--- config.mk ---
export PLATFORM = sky130hd
export DESIGN_NAME = excess3_digit_collector
export DESIGN_NICKNAME = d
export VERILOG_FILES = /design/src/rtl/excess3_digit_collector.sv
export SDC_FILE = /design/constraint.sdc
export NUM_CORES = 1
export LEC_CHECK = 0
export CAP_MARGIN = 20
export CORE_ASPECT_RATIO = 1.2
export CORE_MARGIN = 8
export CORE_UTILIZATION = 37
export DETAILED_ROUTE_END_ITERATION = 8
export SETUP_SLACK_MARGIN = 0.2
export SKIP_CTS_REPAIR_TIMING = 1
export SLEW_MARGIN = 10
export SYNTH_ARGS = -nofsm -noshare
export SYNTH_HDL_FRONTEND = slang
export SYNTH_SLANG_ARGS = --single-unit
--- constraint.sdc ---
create_clock -name clk -period 2 [get_ports clk]
set_input_delay 0.4 -clock clk [delete_from_list [all_inputs] [get_ports clk]]
set_output_delay 0.4 -clock clk [all_outputs]
set_load 0.1 [all_outputs]
--- src/rtl/excess3_digit_collector.sv ---
`default_nettype none
// +-------------------------------------------------------------------------+
// | excess3_digit_collector                                                  |
// | Serial LSB-first Excess-3 deserialiser feeding a DEPTH-entry digit FIFO. |
// | Optional code checking when EXCESS3_CHECK_EN is defined.                 |
// | Revision: 1.0                                                            |
// +-------------------------------------------------------------------------+
module excess3_digit_collector #(
  parameter int DEPTH = 2
) (
  input  logic       clk,
  input  logic       reset_b,
  input  logic       bit_in,
  input  logic       bit_valid,
  input  logic       sync_clr,
  output logic [3:0] digit_out,
  output logic       digit_valid,
  input  logic       digit_ready,
  output logic       code_err,
  output logic       overflow
);

  localparam int               PTR_W    = $clog2(DEPTH);
  localparam int               CNT_W    = PTR_W + 1;
  localparam logic [PTR_W-1:0] LAST_PTR = PTR_W'(DEPTH - 1);
  localparam logic [CNT_W-1:0] FULL_CNT = CNT_W'(DEPTH);

  logic [1:0]       pos_q, pos_d;
  logic [2:0]       partial_q, partial_d;
  logic [3:0]       mem_q [DEPTH];
  logic [PTR_W-1:0] wr_ptr_q, wr_ptr_d;
  logic [PTR_W-1:0] rd_ptr_q, rd_ptr_d;
  logic [CNT_W-1:0] count_q, count_d;
  logic             overflow_q, overflow_d;
  logic             push, pop, write, full;
  logic [3:0]       new_digit;

  assign digit_valid = (count_q != '0);
  assign digit_out   = mem_q[rd_ptr_q];
  assign overflow    = overflow_q;

  always_comb begin
    pos_d     = pos_q;
    partial_d = partial_q;
    push      = 1'b0;
    new_digit = {bit_in, partial_q};
    // Realign wins over a coincident valid bit.
    if (sync_clr) begin
      pos_d     = 2'd0;
      partial_d = 3'd0;
    end else if (bit_valid) begin
      pos_d = pos_q + 2'd1;
      case (pos_q)
        2'd0:    partial_d[0] = bit_in;
        2'd1:    partial_d[1] = bit_in;
        2'd2:    partial_d[2] = bit_in;
        default: push         = 1'b1;
      endcase
    end
  end

  always_comb begin
    full       = (count_q == FULL_CNT);
    pop        = digit_valid && digit_ready;
    // A pop on the same edge frees the slot for a push into a full buffer.
    write      = push && (!full || pop);
    overflow_d = push && full && !pop;
    wr_ptr_d   = wr_ptr_q;
    rd_ptr_d   = rd_ptr_q;
    count_d    = count_q;
    if (write) begin
      wr_ptr_d = (wr_ptr_q == LAST_PTR) ? '0 : wr_ptr_q + PTR_W'(1);
    end
    if (pop) begin
      rd_ptr_d = (rd_ptr_q == LAST_PTR) ? '0 : rd_ptr_q + PTR_W'(1);
    end
    case ({write, pop})
      2'b10:   count_d = count_q + CNT_W'(1);
      2'b01:   count_d = count_q - CNT_W'(1);
      default: count_d = count_q;
    endcase
  end

  always_ff @(posedge clk or negedge reset_b) begin
    if (!reset_b) begin
      pos_q      <= 2'd0;
      partial_q  <= 3'd0;
      wr_ptr_q   <= '0;
      rd_ptr_q   <= '0;
      count_q    <= '0;
      overflow_q <= 1'b0;
      for (int i = 0; i < DEPTH; i++) begin
        mem_q[i] <= 4'd0;
      end
    end else begin
      pos_q      <= pos_d;
      partial_q  <= partial_d;
      wr_ptr_q   <= wr_ptr_d;
      rd_ptr_q   <= rd_ptr_d;
      count_q    <= count_d;
      overflow_q <= overflow_d;
      if (write) begin
        mem_q[wr_ptr_q] <= new_digit;
      end
    end
  end

`ifdef EXCESS3_CHECK_EN
  logic err_q [DEPTH];
  logic new_err;

  // Legal Excess-3 codes span 0011 (digit 0) to 1100 (digit 9).
  assign new_err  = (new_digit < 4'd3) || (new_digit > 4'd12);
  assign code_err = err_q[rd_ptr_q];

  always_ff @(posedge clk or negedge reset_b) begin
    if (!reset_b) begin
      for (int i = 0; i < DEPTH; i++) begin
        err_q[i] <= 1'b0;
      end
    end else if (write) begin
      err_q[wr_ptr_q] <= new_err;
    end
  end
`else
  assign code_err = 1'b0;
`endif

endmodule
`default_nettype wire

; ---- After elaboration in Yosys (flattened, before gate mapping)
; Cells that the tools add are included.
; Widths: inputs -> output; s select.
[op_classes]
addsub = 5
magnitude_cmp = 3
n_eq_ne = 5
muxes = 19
bitwise = 2
n_reduce_logical = 19
[ops]
columns = cell, count
row1 = $mux 4, 4
row2 = $reduce_bool 2->1, 6
row3 = $bwmux 8, 1
row4 = $mux 1, 8
row5 = $eq 2x2->1 const B, 3
row6 = $mux 3, 2
row7 = $reduce_and 2->1, 3
row8 = $logic_and 1x1->1, 5
row9 = $add 2x1->2 const B, 2
row10 = $demux 4 s1, 1
row11 = $eq 2x1->1 const B, 2
row12 = $ge 2x2->1 const B, 2
row13 = $mux 2, 2
row14 = $not 1->2, 2
row15 = $pmux 2 s2, 1
row16 = $reduce_or 3->1, 1
row17 = $add 1x1->1 const B, 2
row18 = $logic_not 1->1, 2
row19 = $logic_not 2->1, 1
row20 = $lt 2x1->1 const B, 1
row21 = $sub 2x1->2 const B, 1
row22 = $logic_or 1x1->1, 1
[word_totals]
reg_bits = 18
inputBits = 6
output_inout_bits = 7
elab_cells = 63

; ---- Depth between registers and ports, before layout
[logic_depth]
depth_word = 8
mapped_depth = 5
depth_no_buf = 5

; ---- Worst setup path before layout
; Ideal clock, no wire load.
[synth_path]
kind = input port to flip-flop
startpoint = in digit_ready
endpoint = reg mem_q[0] (netlist name)
setup_time_ns = 0.127
t_arrival_ns = 1.307
t_required_ns = 1.873
path_slack_ns = 0.566
path_stages = 4
path_buffers = 1
cell_sequence = buf_6 or3b_4 nand3_4 mux2_1
[synth_between]
elab_chain_len = 3
[synth_lines]
columns = item, line_no
row1 = start: declaration, 18  ; input logic digit_ready,
row2 = $logic_and 1x1->1, 64  ; pop = digit_valid && digit_ready;
row3 = $logic_or 1x1->1, 66  ; write = push && (!full || pop);
row4 = $logic_and 1x1->1, 66
row5 = end signal: indexed assignment, 103  ; mem_q[wr_ptr_q] <= new_digit;
row6 = end: declaration, 30  ; logic [3:0] mem_q [DEPTH];
; Every way passes these cells.
; A chain may end at the register's enable or synchronous reset.

; ---- Worst setup path after layout
[layout_path]
startpoint = reg count_q[0]
endpoint = out digit_valid
[layout_between]
elab_chain_len = 1
[layout_lines]
columns = item, line_no
row1 = start: declaration, 33  ; logic [CNT_W-1:0] count_q, count_d;
row2 = start signal: assignment, 100  ; count_q <= count_d;
row3 = $reduce_bool 2->1, 38  ; assign digit_valid = (count_q != '0);
row4 = end: declaration, 17  ; output logic digit_valid,
; Every way passes these cells.

==> results_tabular.tex <==
\begin{tabular}{lr}
\hline
Metric & Value \\
\hline
\multicolumn{2}{l}{\textbf{Global route}} \\
Aggregate global-route resource usage & 0.0876 \\
Met1 track demand over resource in global routing & 0.106 \\
M2 GR Usage & 0.135 \\
Global-route wire length before repair & 2870 um \\
Busiest layer in global routing & met2 \\
Antenna violations before repair & 0 \\
Number of global-route vias before repair & around 600 \\
Congestion Overflow GR & 0 \\
Pin count of the biggest net entering global routing & 19 \\
Met3 capacity usage during global routing & 0.0236 \\
\multicolumn{2}{l}{\textbf{Critical path}} \\
Crit Path Class & reg -> out \\
Data arrival time of the worst path & 1.29 ns \\
Slack of the worst reg-to-reg path & 0.46 ns \\
Highest fanout seen on the critical path & 7 \\
Required time at the endpoint of the critical path & 1.60 ns \\
FF-to-FF Start & pos\_q[0]\$\_DFFE\_PN0P\_ \\
Endpoint of the worst-slack reg-to-reg timing path & mem\_q[6]\$\_DFFE\_PN0P\_ \\
Launch point of the critical path & count\_q[0]\$\_DFFE\_PN0P\_ \\
Category of the worst setup path launch point & flop \\
Cell depth of the worst flop-to-flop path & 4 \\
Setup crit end kind & output pin \\
\multicolumn{2}{l}{\textbf{Route}} \\
Vias/cell & 4.78 \\
Starting DRT DRC Count & 20 \\
First drt pass iteration count & 4 \\
Avg WL per Cell & 12.8 um \\
DR DRC count & 0 \\
Total wire length after detailed routing & 1610 um \\
Number of vias after detailed routing & 602 \\
Antenna Nets Post-Route & 0 \\
\multicolumn{2}{l}{\textbf{Job}} \\
Number of violations of the max-capacitance limit & 0 \\
\multicolumn{2}{l}{\textbf{Yosys}} \\
Total of warnings raised by yosys & 0 \\
Synthesized instance count & 77 \\
Area of the mapped netlist & 940 um2 \\
Synthesized net count & 87 \\
Number of synthesized flops with an enable pin & 0 \\
Mean area per synthesized cell & 12.2 um2 \\
Flop and latch count out of synthesis & 18 \\
Portion of the post-synthesis area used by sequential elements & 0.479 \\
Post-synth cell types & 27 \\
Primary FF master, synth & dfrtp\_1 \\
Fraction of registers with async set/reset & 1.00 \\
\multicolumn{2}{l}{\textbf{Pwr}} \\
Share of total power in sequential cells & 0.454 \\
Reported net switching power & 370 uW \\
Worst vdd ir & 0.408 mV \\
Switching power as a share of total power & 0.361 \\
Internal Pwr Total & 656 uW \\
Logic pwr share & 0.324 \\
PwrDens & 872 nW/um2 \\
Leakage dissipation & 0.562 nW \\
Part of the total power dissipated in the clock network & 0.222 \\
\multicolumn{2}{l}{\textbf{Clock tree}} \\
Clock root buffer & clkbuf\_4 \\
Worst-skew pair later-pin latency & 0.29 ns \\
Clock Tree Buf Depth & 2 \\
Total number of H-tree levels & 1 \\
Clock edge transition at the registers on the reported setup and hold paths & 0.11 ns \\
CTS tree & yes \\
Number of sinks on the clock net & 18 \\
Number of buffers created by CTS & 3 \\
\multicolumn{2}{l}{\textbf{Status}} \\
Outcome & finished clean \\
\multicolumn{2}{l}{\textbf{STA}} \\
Final clock skew & 0.00127 ns \\
Pins Over Slew Limit & 0 \\
Count of endpoints failing setup in the final report & 0 \\
Worst Setup Slack, final & between 0.3 and 0.4 ns \\
Minimum clock period after layout & 1.69 ns \\
Hold violation total from the final report & 0 \\
Unrepaired setup endpoints after global routing & no \\
Timing-limited maximum frequency & between 500 and 600 MHz \\
Part of the cycle the worst path needs & 0.846 \\
Setup Total Neg Slack & 0 ns \\
\multicolumn{2}{l}{\textbf{Floorplanning}} \\
Total Die Area & 4420 um2 \\
Starting density of the core & 0.379 \\
Die outline height & about 71 um \\
Die Span X & 62.0 um \\
Placement row count & 20 \\
Top Ports & 13 \\
Floorplan core area & approximately 2500 um2 \\
\multicolumn{2}{l}{\textbf{Layout}} \\
Share of cells above drive strength 1 & 0.312 \\
Syn-to-layout area delta & 25.2\% \\
Number of antenna diodes & 0 \\
Number of nets at the end of the flow & 104 \\
\multicolumn{2}{l}{\textbf{Placed design}} \\
Pre-CTS setup slack & 0.146 ns \\
\# port buffers & 11 \\
Weighted congestion at the end of routability-driven global placement & 0.757 \\
Half-perimeter wire length after detailed placement & 1220 um \\
\multicolumn{2}{l}{\textbf{Hold path}} \\
Worst hold-check path type & in -> async \\
\hline
\end{tabular}
-- cells in the mapped netlist, types with 2 or more instances --
master	count	area, um2
inv_1	3	11.3
a21oi_1	5	25.0
xnor2_1	3	26.3
nor2_1	3	11.3
nand2_1	7	26.3
dfrtp_1	18	450
ha_1	4	50.1
buf_6	2	22.5
mux2_1	5	56.3
nand3_1	4	20.0
o21ai_0	2	10.0
mux2_2	6	67.6
-- registers in the layout, summed over array words and instances (netlist names) --
signal     flops
mem_q          8
pos_q          2
overflow       1
rd_ptr_q       1
wr_ptr_q       1
count_q        2
partial_q      3
-- cell usage in the layout, fill, tap and decap left out, drive strengths merged --
cell | netlist | routed
nor2 | 3 | 3
nand2 | 7 | 7
or3b | 1 | 1
a22oi | 1 | 1
o21ai | 2 | 2
nor3b | 1 | 1
clkdlybuf4s50 | 0 | 5
nand3 | 5 | 5
nand4b | 1 | 1
mux2i | 1 | 1
ha | 4 | 4
nand3b | 1 | 1
a21oi | 5 | 5
and3b | 1 | 1
or2 | 1 | 1
conb | 1 | 1
nand2b | 1 | 1
clkbuf | 0 | 4
buf | 3 | 10
dfrtp | 18 | 18
xnor2 | 3 | 3
nor3 | 1 | 1
mux2 | 12 | 12
inv | 3 | 3
o211a | 1 | 1
-- critical path: stages (launching register included) --
cell     delay, ns
dfrtp_1       0.46
or2_2         0.36
buf_12        0.18
-- how the worst max path moves through the flow --
stage / cells after the start / to
finish: 2 / digit_valid
global route: 2 / digit_valid
CTS: 2 / digit_out[3]
detailed placement: 4 / mem_q[0]$_DFFE_PN0P_
global placement: 4 / mem_q[6]$_DFFE_PN0P_
floorplan: 4 / mem_q[0]$_DFFE_PN0P_
-- area by class of cell --
cell class,count,area (um2)
clock buffers,4,36.3
flip-flops and latches,18,452
well taps,33,41.3
multi-input cells,53,448
repair buffers,15,188
inverters,3,11.3
fillers,235,1300
-- power groups by stage --
stage | Sequential, mW | Combinational (mW) | Clock (mW)
final | 0.466 | 0.332 | 0.228
after global routing | 0.478 | 0.352 | 0.253
after CTS | 0.467 | 0.336 | 0.233
after detailed placement | 0.474 | 0.335 | 0
after global placement | 0.472 | 0.330 | 0
after floorplan | 0.458 | 0.229 | 0
-- stage by stage --
| step | cell area, um2 | std cells | hold slack (ns) | util | power (mW) |
|---|---|---|---|---|---|
| global route | 1180 | 126 | 0.447 | 0.475 | 1.08 |
| floorplan | 940 | 77 | 0.104 | - | 0.687 |
| finish | 1180 | 126 | 0.427 | 0.475 | 1.03 |
| global placement | 1140 | 122 | 0.463 | 0.460 | 0.802 |
| detailed placement | 1140 | 122 | 0.475 | 0.460 | 0.810 |
| CTS | 1170 | 126 | 0.433 | 0.474 | 1.04 |
-- cell families (layout without fill, tap and decap cells) --
kind of cell / after synthesis / in the layout / synth area share
and+or+nand+nor: 23 / 23 / 0.177
DFF: 18 / 18 / 0.479
muxes: 13 / 13 / 0.158
AOI/OAI and AO/OA: 9 / 9 / 0.0559
buffers and inverters: 6 / 22 / 0.0439
adders and majority gates: 4 / 4 / 0.0533
xor gates and xnor gates: 3 / 3 / 0.0280
other: 1 / 1 / 0.00399
-- metal layers --
metal,share of wire,vias to the layer above
li1,-,293
met1,0.43,296
met3,0.044,2
met5,0,-
met4,0.014,0
met2,0.51,11
Power figures use the tool's default switching activity.
